### src/rtl/uart_pkg.sv
// uart_pkg: shared definitions for the UART transmitter and receiver.
//   - 3-bit FSM state encodings (IDLE/START/DATA/PARITY/STOP)
//   - DATA_BITS: payload width of one frame
//   - clks_per_bit(): integer clocks per bit for a given clock and baud rate
// Parity framing is selected with the UART_TX_PARITY_EN macro in the users
// of this package; the encodings here stay fixed either way.
package uart_pkg;

  localparam logic [2:0] ST_IDLE   = 3'b000;
  localparam logic [2:0] ST_START  = 3'b001;
  localparam logic [2:0] ST_DATA   = 3'b010;
  localparam logic [2:0] ST_PARITY = 3'b011;
  localparam logic [2:0] ST_STOP   = 3'b100;

  localparam int DATA_BITS = 8;

  // Integer division: the residual baud error is accepted as-is.
  function automatic int clks_per_bit(input int clk_freq, input int baud_rate);
    return clk_freq / baud_rate;
  endfunction

endpackage

### src/rtl/uart_baud_gen.sv
// uart_baud_gen: per-bit tick generator.
//   clk      : system clock
//   rst      : asynchronous active-high reset
//   en       : count enable (frame in progress)
//   clr      : restart the bit period from zero
//   tick     : last clock of the current bit period (bit boundary)
//   pre_tick : second-to-last clock of the bit period, lets users register
//              a strobe that lands exactly on the boundary cycle
// The counter runs 0..CLKS_PER_BIT-1 and wraps on tick. The receiver reuses
// this block and adds its own half-bit sampling offset.
module uart_baud_gen #(
  parameter int CLKS_PER_BIT = 868
) (
  input  logic clk,
  input  logic rst,
  input  logic en,
  input  logic clr,
  output logic tick,
  output logic pre_tick
);

  localparam int CW = (CLKS_PER_BIT > 2) ? $clog2(CLKS_PER_BIT) : 1;
  localparam logic [CW-1:0] LAST = CW'(CLKS_PER_BIT - 1);
  localparam logic [CW-1:0] PRE  = CW'(CLKS_PER_BIT - 2);

  logic [CW-1:0] cnt;

  always_ff @(posedge clk or posedge rst) begin
    if (rst)              cnt <= '0;
    else if (clr || tick) cnt <= '0;
    else if (en)          cnt <= cnt + 1'b1;
  end

  assign tick     = en && (cnt == LAST);
  assign pre_tick = en && (cnt == PRE);

endmodule

### src/rtl/uart_tx.sv
// uart_tx: UART transmitter, 8 data bits LSB first, 1 stop bit, line idles high.
// Even parity bit is inserted between data and stop when UART_TX_PARITY_EN is
// defined (11-bit frame); otherwise the frame is 10 bits and no parity state
// or register exists.
//   clk      : system clock, rising edge
//   rst      : asynchronous active-high reset
//   tx_data  : byte to send, captured on tx_valid && tx_ready
//   tx_valid : client has a byte
//   tx_ready : can accept a byte (IDLE only)
//   uart_o   : serial line
//   tx_busy  : frame in progress, START through STOP
//   tx_done  : one-clock pulse in the last cycle of the stop bit
// All outputs are registered; uart_o is forced high asynchronously by rst.
module uart_tx
  import uart_pkg::*;
#(
  parameter int CLK_FREQ  = 100000000,
  parameter int BAUD_RATE = 115200
) (
  input  logic       clk,
  input  logic       rst,
  input  logic [7:0] tx_data,
  input  logic       tx_valid,
  output logic       tx_ready,
  output logic       uart_o,
  output logic       tx_busy,
  output logic       tx_done
);

  localparam int CLKS_PER_BIT = clks_per_bit(CLK_FREQ, BAUD_RATE);

  logic [2:0]           state;
  logic [2:0]           bit_cnt;
  logic [DATA_BITS-1:0] shift;
  logic                 tick, pre_tick;
  logic                 accept;
`ifdef UART_TX_PARITY_EN
  logic                 parity;
`endif

  assign accept = tx_valid && tx_ready;

  uart_baud_gen #(.CLKS_PER_BIT(CLKS_PER_BIT)) u_baud (
    .clk      (clk),
    .rst      (rst),
    .en       (state != ST_IDLE),
    .clr      (accept),
    .tick     (tick),
    .pre_tick (pre_tick)
  );

  // uart_o is loaded with the value of the *next* bit at each boundary so the
  // line changes on the same edge the state does.
  always_ff @(posedge clk or posedge rst) begin
    if (rst) begin
      state    <= ST_IDLE;
      bit_cnt  <= '0;
      shift    <= '0;
      uart_o   <= 1'b1;
      tx_ready <= 1'b1;
      tx_busy  <= 1'b0;
      tx_done  <= 1'b0;
`ifdef UART_TX_PARITY_EN
      parity   <= 1'b0;
`endif
    end else begin
      tx_done <= (state == ST_STOP) && pre_tick;
      case (state)
        ST_IDLE: if (accept) begin
          state    <= ST_START;
          shift    <= tx_data;
          bit_cnt  <= '0;
          uart_o   <= 1'b0;
          tx_ready <= 1'b0;
          tx_busy  <= 1'b1;
`ifdef UART_TX_PARITY_EN
          parity   <= ^tx_data;
`endif
        end
        ST_START: if (tick) begin
          state  <= ST_DATA;
          uart_o <= shift[0];
        end
        ST_DATA: if (tick) begin
          if (bit_cnt == 3'(DATA_BITS - 1)) begin
`ifdef UART_TX_PARITY_EN
            state  <= ST_PARITY;
            uart_o <= parity;
`else
            state  <= ST_STOP;
            uart_o <= 1'b1;
`endif
          end else begin
            bit_cnt <= bit_cnt + 1'b1;
            shift   <= shift >> 1;
            uart_o  <= shift[1];
          end
        end
`ifdef UART_TX_PARITY_EN
        ST_PARITY: if (tick) begin
          state  <= ST_STOP;
          uart_o <= 1'b1;
        end
`endif
        ST_STOP: if (tick) begin
          state    <= ST_IDLE;
          tx_ready <= 1'b1;
          tx_busy  <= 1'b0;
        end
        default: begin
          state    <= ST_IDLE;
          uart_o   <= 1'b1;
          tx_ready <= 1'b1;
          tx_busy  <= 1'b0;
        end
      endcase
    end
  end

endmodule

### config.mk
export PLATFORM = sky130hd
export DESIGN_NAME = uart_tx
export DESIGN_NICKNAME = d
export VERILOG_FILES = /design/src/rtl/uart_pkg.sv /design/src/rtl/uart_baud_gen.sv /design/src/rtl/uart_tx.sv
export SDC_FILE = /design/constraint.sdc
export NUM_CORES = 1
export LEC_CHECK = 0
export CAP_MARGIN = 40
export CORE_MARGIN = 2
export CORE_UTILIZATION = 43
export DETAILED_ROUTE_END_ITERATION = 6
export PLACE_DENSITY_LB_ADDON = 0.1
export SKIP_LAST_GASP = 1
export SLEW_MARGIN = 20
export SYNTH_ARGS = -nofsm -noshare
export SYNTH_HDL_FRONTEND = slang
export SYNTH_SLANG_ARGS = --single-unit
### constraint.sdc
create_clock -name clk -period 2.5 [get_ports clk]
set_clock_uncertainty 0.2 [all_clocks]
set_input_delay 0.5 -clock clk [delete_from_list [all_inputs] [get_ports clk]]
set_output_delay 0.5 -clock clk [all_outputs]
set_load 0.02 [all_outputs]
Word level (Yosys, flattened, before mapping)

Index checks and enable logic that the tools add are counted.

Multiplexer cells: 26
Reduce and logical (&&, ||, !) cells: 14
Add/sub/neg operators: 2
Bitwise logic cells: 2
Equal/unequal tests: 12

Operator list:

| operator                                               | number |
|---|---|
| two-way mux 3 bit                                      | 8 |
| two-way mux 8 bit                                      | 3 |
| == test 10 bit (second input constant)                 | 2 |
| two-way mux 10 bit                                     | 2 |
| case mux 8 bit (2 select lines)                        | 1 |
| case mux 3 bit (4 select lines)                        | 1 |
| adder 10 x 1 -> 10 bit (second input constant)         | 1 |
| inequality test 2 x 1 -> 1 bit (second input constant) | 4 |
| AND reduction 4 bit                                    | 2 |
| two-way mux 1 bit                                      | 7 |
| == test 3 bit (second input constant)                  | 2 |
| case mux 1 bit (3 select lines)                        | 2 |
| case mux 3 bit (2 select lines)                        | 1 |
| AND reduction 5 bit                                    | 1 |
| logical AND 1 bit                                      | 4 |
| inequality test 2 bit (second input constant)          | 2 |
| case mux 1 bit (4 select lines)                        | 1 |
| nonzero test 2 bit                                     | 2 |
| adder 3 x 1 -> 3 bit (second input constant)           | 1 |
| == test 3 x 1 -> 1 bit (second input constant)         | 1 |
| == test 3 x 2 -> 1 bit (second input constant)         | 1 |
| logical NOT 3 bit                                      | 1 |
| AND reduction 3 bit                                    | 1 |
| nonzero test 3 bit                                     | 1 |
| 3 further kinds                                        | 4 |

Output and inout bits: 4
Register bits after elaboration: 28
Word-level logic and storage cells: 64

Depth between registers and ports, before layout

Gate-level depths: netlist of run 1.

Depth after elaboration: 4
Depth in mapped cells: 6
Depth with buffers taken out: 6

Cells and area by module

A second synthesis of run 1 with hierarchy kept.

Cell total of the unflattened synthesis: 146
Area total of the unflattened synthesis: 1,601.5 µm²

Modules (own cells, without submodules):

| module        | area an instance (µm²) | cells an instance | sequential area each (µm²) | times used |
|---|---|---|---|---|
| uart_tx       | 1,024.7                | 89                | 452.9                      | 1 |
| uart_baud_gen | 576.8                  | 57                | 250.2                      | 1 |

Least setup slack after synthesis of run 1

No wires, ideal clock.

Path type: reg2reg
From: reg u_baud.cnt[2]
To: reg bit_cnt[0]
Arrival: 1.604 ns
Setup time: 0.125 ns
Setup slack: 0.571 ns
Stages on the path, launching flop included: 7
Path through: dfrtp_1 nor4b_2 and3_1 buf_6 a22o_4 buf_6 mux2_4

Longest elaborated chain between the ends: 4

RTL lines:

| item                                            | line                | RTL |
|---|---|---|
| start, declared                                 | uart_baud_gen.sv:26 | `logic [CW-1:0] cnt;` |
| start signal, assigned                          | uart_baud_gen.sv:31 | `else if (en) cnt <= cnt + 1'b1;` |
| == test 10 bit                                  | uart_baud_gen.sv:34 | `assign tick = en && (cnt == LAST);` |
| logical AND 1 bit                               | uart_baud_gen.sv:34 |  |
| inequality test 2 x 1 -> 1 bit (no source line) | n/a                 |  |
| AND reduction 4 bit (no source line)            | n/a                 |  |
| end signal, assigned                            | uart_tx.sv:94       | `bit_cnt <= bit_cnt + 1'b1;` |
| end, declared                                   | uart_tx.sv:33       | `logic [2:0] bit_cnt;` |

No other way between the ends.
A chain may end at the register's enable or synchronous reset.

Worst setup path in the final report of run 1

From: reg tx_ready
To: out tx_ready

RTL lines:

| item                   | line           | RTL |
|---|---|---|
| start, declared        | uart_tx.sv:24  | `output logic tx_ready,` |
| start signal, assigned | uart_tx.sv:60  | `tx_ready <= 1'b1;` |
| start signal, assigned | uart_tx.sv:74  | `tx_ready <= 1'b0;` |
| start signal, assigned | uart_tx.sv:107 | `tx_ready <= 1'b1;` |

No word-level cell between the ends.

==> results of run 1 <==
## flip-flops by register name, indices dropped and copies added, names as in the netlist
register and cells:
bit_cnt 3, tx_busy 1, shift 8, uart_o 1, tx_done 1, state 3
u_baud.cnt 10, tx_ready 1
## cells in the mapped netlist, drive strengths merged
library cell / number
a21oi: 4
and3: 2
dfstp: 2
nand4: 3
nor3: 6
nor4b: 2
o22a: 1
o22ai: 1
xor2: 4
o21ai: 3
a2111o: 1
nand2: 30
nor4: 2
ha: 4
buf: 2
clkbuf: 4
mux2: 8
or3b: 2
a2111oi: 3
a22oi: 2
nand3: 5
a22o: 2
inv: 5
and4b: 1
nor3b: 2
xnor2: 6
dfrtp: 26
nor2: 17
mux2i: 3
## routing by layer
metal | GRT usage [%] | vias to the layer above | wire (um)
met2 | 29.74 | 14 | 1460
met4 | 3.261 | 0 | 18
met5 | 0 | - | 0
li1 | - | 567 | -
met1 | 19.05 | 544 | 1357
met3 | 3.750 | 2 | 82
## placed cells by master (no fill, tap or decap), types with 2 or more instances in the layout
cell             count
nand2_1             30
dfrtp_1             26
nor2_1              17
clkdlybuf4s50_1     14
mux2_4               7
nor3_1               6
xnor2_1              6
buf_4                6
nand3_1              5
inv_1                5
xor2_1               4
a21oi_1              4
ha_1                 4
nand4_1              3
mux2i_1              3
clkbuf_4             3
a22oi_1              2
o21ai_0              2
nor4_1               2
a2111oi_0            2
dfstp_2              2
## final timing paths
| kind | from | end | slack (ps) |
|---|---|---|---|
| max in group asynchronous | rst | uart_o$_DFFE_PP1P_ | 1470 |
| min | rst | bit_cnt[0]$_DFFE_PP0P_ | 310 |
| max | tx_ready$_DFFE_PP1P_ | tx_ready | 220 |
| max reg2reg | u_baud.cnt[2]$_DFFE_PP0P_ | shift[4]$_DFFE_PP0P_ | 360 |
| min in group clk | shift[4]$_DFFE_PP0P_ | shift[4]$_DFFE_PP0P_ | 330 |
| min reg2reg | shift[4]$_DFFE_PP0P_ | shift[4]$_DFFE_PP0P_ | 330 |
## kinds of logic (layout without fill, tap and decap cells)
kind of cell | count (synthesis) | in the layout | synth area share, %
fa+ha+maj | 4 | 4 | 3.268
flops | 28 | 28 | 45.91
mux | 11 | 11 | 9.559
simple gates | 72 | 72 | 22.96
compound gates | 17 | 17 | 8.905
xor+xnor | 10 | 10 | 5.719
buf+inv | 11 | 29 | 3.676
## metrics by stage
step	setup WS, ps	hold slack [ps]
floorplan	570.7	280.5
global placement	228.9	294.6
detailed placement	144.1	298.3
CTS	212.2	320.0
global route	161.4	325.1
finish	220.9	313.6
## power groups by stage
stage                     registers, W  logic (W)  clock network (W)
after floorplan               0.000462  0.0000117                  0
after global placement        0.000462  0.0000320                  0
after detailed placement      0.000462  0.0000328                  0
after CTS                     0.000453  0.0000328           0.000232
after global routing          0.000454  0.0000364           0.000255
final                         0.000453  0.0000317           0.000221
## cell type report
cell class	count	area, um2
fillers	322	1617
multi-input cells	114	772.0
flip-flops and latches	28	703.2
repair buffers	20	185.2
well taps	46	57.56
clock buffers	4	36.28
inverters	5	18.77
==> impl_metrics.tcl, run 1 <==
set metrics [dict create \
    slew_headroom_pct 60.82 \
    slowest_stage "dfstp_2" \
    dieWidth_um 63.68 \
    io_pins 15 \
    synth_seq_area_share_pct 45.92 \
    intPower_w 0.0005595 \
    rows 21 \
    htree_levels 1 \
    p_comb_share_pct 4.5 \
    finalCritPeriodShare_pct 91.16 \
    start_util_pct 45.18 \
    first_pass_iters 4 \
    numCtsBuffers 3 \
    drive_gt1_share_pct 16.37 \
    dp.cells 213 \
    ys_ff_latch 28 \
    cellPowerDensity_nw_per_um2 398.3 \
    run_status "finished clean" \
    crit_path_end_kind "output pin" \
    crit_required_ps 1800 \
    ir_drop_v 0.0002978 \
    num_antenna_cells 0 \
    cts_tree "done" \
    synth_area_per_cell_um2 10.01 \
    yosys.area.top_type "dfrtp_1" \
    place.detailed.hpwl_mm 2.093 \
    ys_warn_count 0 \
    routed_wl_mm 2.919 \
    wl_per_cell_um 13.45 \
    clk_pin_slew_ps 150 \
    viasPerCell 5.194 \
    port-buffer-count 14 \
    setup-violations-final 0 \
    area_growth_syn_to_layout_pct 15.77 \
    power_leakage_nw 0.8333 \
    holdBufCountCts 0 \
    pwr-share-clk_pct 31.3 \
    seqPwrFrac_pct 64.2 \
    place_congestion 0.7954 \
    grt_pass1_wl_mm 5.147 \
    cts_root_buf "clkbuf_4" \
    tightestPinTransition_ps 585.1 \
    crit_path_cell_trace "clkdlybuf4s50_1" \
    post-route-util_pct 52.31 \
    final_net_count 187 \
    gr-total-overflow 0 \
    num_vias 1127 \
    grt_max_degree 29 \
    cts_num_sinks 28 \
    drv_cap 0 \
    cp_num_cells 1 \
    critical_path_class "reg2out" \
    cp_max_fo 7 \
    syn_nets 168 \
    track_usage_pct 16.16 \
    rsz0062_at_grt "false" \
    crit_family "flip-flops" \
    dieArea_um2 4055 \
    switching_share_pct 20.77 \
    ant_nets 0 \
    fmax_ghz 0.4388 \
    instances_no_fill 217 \
    hold_violations 0 \
    grt_pass1_vias 1148 \
    clockBufferDepth 2 \
    clk_latency_ps 330 \
    worstPathArrival_ps 1580 \
    die_y_um 63.68 \
    r2r_cells 4 \
    critPathLaunchType "flip-flop" \
    period_needed_ps 2279 \
    power_w 0.0007062 \
    core_um2 3390 \
    ys_top_cells_by_area "dfrtp_1, nand2_1, mux2_4, nor2_1, dfstp_2" \
    postSynthCellCount 153 \
    finish.instance_area_um2 1773 \
    synth_top_area_share_pct 42.48 \
    dpl_cell_area_um2 1737 \
    min_path_type "in2async" \
    drt_iter0_markers 74 \
    cts_setup_buffers 0 \
    path_buf_inv 1 \
    p_sw_w 0.0001466 \
    fin_setup_tns_ps 0 \
    cts_resized 0 \
    synth_area_um2 1531 \
    slew_viol_final 0 \
    post-route-drc-count 0 \
    slowest_delay_ps 630 \
    synth_cell_types 37 \
    antenna_found_initial 0 \
]
No activity file was read; power rests on OpenSTA's default activity.
==> run 2: changes to the inputs <==
Settings changed: DONT_BUFFER_PORTS set to 1.
==> run 2 against run 1 <==
- critical path depth increased by 3
- largest cell class unchanged
- fmax increased by 9.5%
- routed wire length is 0.41% higher
- combinational power is 47% lower
- total power is 6.5% lower
==> impl_metrics.tcl, run 2 (same netlist as run 1, synthesis figures left out) <==
set metrics [dict create \
    critPathLaunchType "flip-flop" \
    crit-reg2reg-launch "u_baud.cnt[2]$_DFFE_PP0P_" \
    port-buffer-count 0 \
    crit_path_end_kind "flip-flop" \
    worstPathArrival_ps 2110 \
    final_net_count 174 \
    place.detailed.hpwl_mm 2.030 \
    viasPerCell 5.527 \
    r2r_end "shift[4]$_DFFE_PP0P_" \
    antenna_found_initial 0 \
    gr-total-overflow 0 \
    first_pass_iters 4 \
    post-route-drc-count 0 \
    io_pins 15 \
    reg_top3 "u_baud.cnt: 10 flops, shift: 8 flops" \
    fin_setup_tns_ps 0 \
    cts_num_sinks 28 \
    setup-violations-final 0 \
    dieArea_um2 4055 \
    grt_max_degree 29 \
    area_growth_syn_to_layout_pct 6.372 \
    cts_resized 0 \
    instances_no_fill 203 \
    htree_levels 1 \
    rows 21 \
    drt_iter0_markers 65 \
    dp_slack_ps 430.6 \
    hold_end "u_baud.cnt[1]$_DFFE_PP0P_" \
    crit_required_ps 2530 \
    grt_pass1_wl_mm 5.168 \
    slew_viol_final 0 \
    cts_root_buf "clkbuf_4" \
    numCtsBuffers 3 \
    period_needed_ps 2082 \
    num_antenna_cells 0 \
    power_leakage_nw 0.7765 \
    ant_nets 0 \
    r2r_slack_ps 420 \
    min_from "tx_valid" \
    ir_drop_v 0.0002396 \
    rsz0062_at_grt "false" \
    slew_headroom_pct 62.51 \
    dieWidth_um 63.68 \
    place_congestion 0.8213 \
    drive_gt1_share_pct 17.20 \
    cts_tree "done" \
    clk_pin_slew_ps 150 \
    routed_wl_mm 2.931 \
    hold_path_depth 1 \
    worst_slack_ps 418.4 \
    grt_pass1_vias 1121 \
    hold_ws_ps 43.68 \
    fmax_ghz 0.4804 \
    num_vias 1122 \
    clockBufferDepth 2 \
    core_um2 3390 \
    track_usage_pct 16.11 \
    start_util_pct 45.18 \
    post-route-util_pct 48.06 \
    hold_violations 0 \
    drv_cap 0 \
    layout_common_cells "nand2_1, dfrtp_1, nor2_1" \
    largest_register "u_baud.cnt" \
    cellPowerDensity_nw_per_um2 405.2 \
    dp.cells 199 \
    r2r_cells 4 \
    cp_max_fo 11 \
    largest_reg_flops 10 \
    run_status "finished clean" \
    critical_path_class "reg2reg" \
    wl_per_cell_um 14.44 \
    die_y_um 63.68 \
    layout_commonest_cell "nand2_1" \
    tightestPinTransition_ps 559.9 \
    clk_latency_ps 330 \
    min_path_type "in2reg" \
    finalCritPeriodShare_pct 83.26 \
]
[run 2: per-stage QoR]
stage | power, W | instance area [um2]
finish | 0.0006602 | 1629
global route | 0.0006896 | 1629
CTS | 0.0006723 | 1629
detailed placement | 0.0004784 | 1597
global placement | 0.0004775 | 1597
floorplan | 0.0004732 | 1531
[run 2: worst max path at each step]
stage / slack (ps) / end / from / cells past startpoint
global placement: 460 / shift[4]$_DFFE_PP0P_ / u_baud.cnt[2]$_DFFE_PP0P_ / 4
floorplan: 570 / bit_cnt[0]$_DFFE_PP0P_ / u_baud.cnt[2]$_DFFE_PP0P_ / 6
detailed placement: 430 / shift[4]$_DFFE_PP0P_ / u_baud.cnt[2]$_DFFE_PP0P_ / 4
finish: 420 / shift[4]$_DFFE_PP0P_ / u_baud.cnt[2]$_DFFE_PP0P_ / 4
global route: 300 / shift[4]$_DFFE_PP0P_ / u_baud.cnt[2]$_DFFE_PP0P_ / 4
CTS: 410 / shift[4]$_DFFE_PP0P_ / u_baud.cnt[2]$_DFFE_PP0P_ / 4
[run 2: routing by layer]
metal	part of all wire, %	track usage (%)	vias up
met5	0	0	-
met4	0.61	3.261	0
met3	3.6	3.750	2
met2	50	28.16	20
met1	46	20.25	560
li1	-	-	540
[run 2: final cells by class]
| cell class | instances | area [um2] |
|---|---|---|
| clock buffers | 3 | 22.52 |
| multi-input cells | 114 | 772.0 |
| fillers | 336 | 1760 |
| flip-flops and latches | 28 | 703.2 |
| repair buffers | 7 | 55.05 |
| well taps | 46 | 57.56 |
| inverters | 5 | 18.77 |
[run 2: critical path: stages, from the launching register on]
cell,delay [ps]
dfrtp_1,480
nor4b_2,340
and3_1,340
a22o_4,280
mux2_2,350
[run 2: repair_timing]
| action | CTS | global route |
|---|---|---|
| setup endpoints to repair | 0 | 0 |
| buffers inserted | 0 | 0 |
| endpoints found under the hold margin | 26 | 0 |
| hold buffers | 1 | 0 |
[run 2: power by group]
part           switching [W]  total (W)  internal [W]  leakage (nW)
registers                  0   0.000453      0.000453         0.358
clock network       0.000134   0.000190     0.0000566        0.0138
logic              0.0000117  0.0000167    0.00000496         0.405
total               0.000145   0.000660      0.000515         0.777
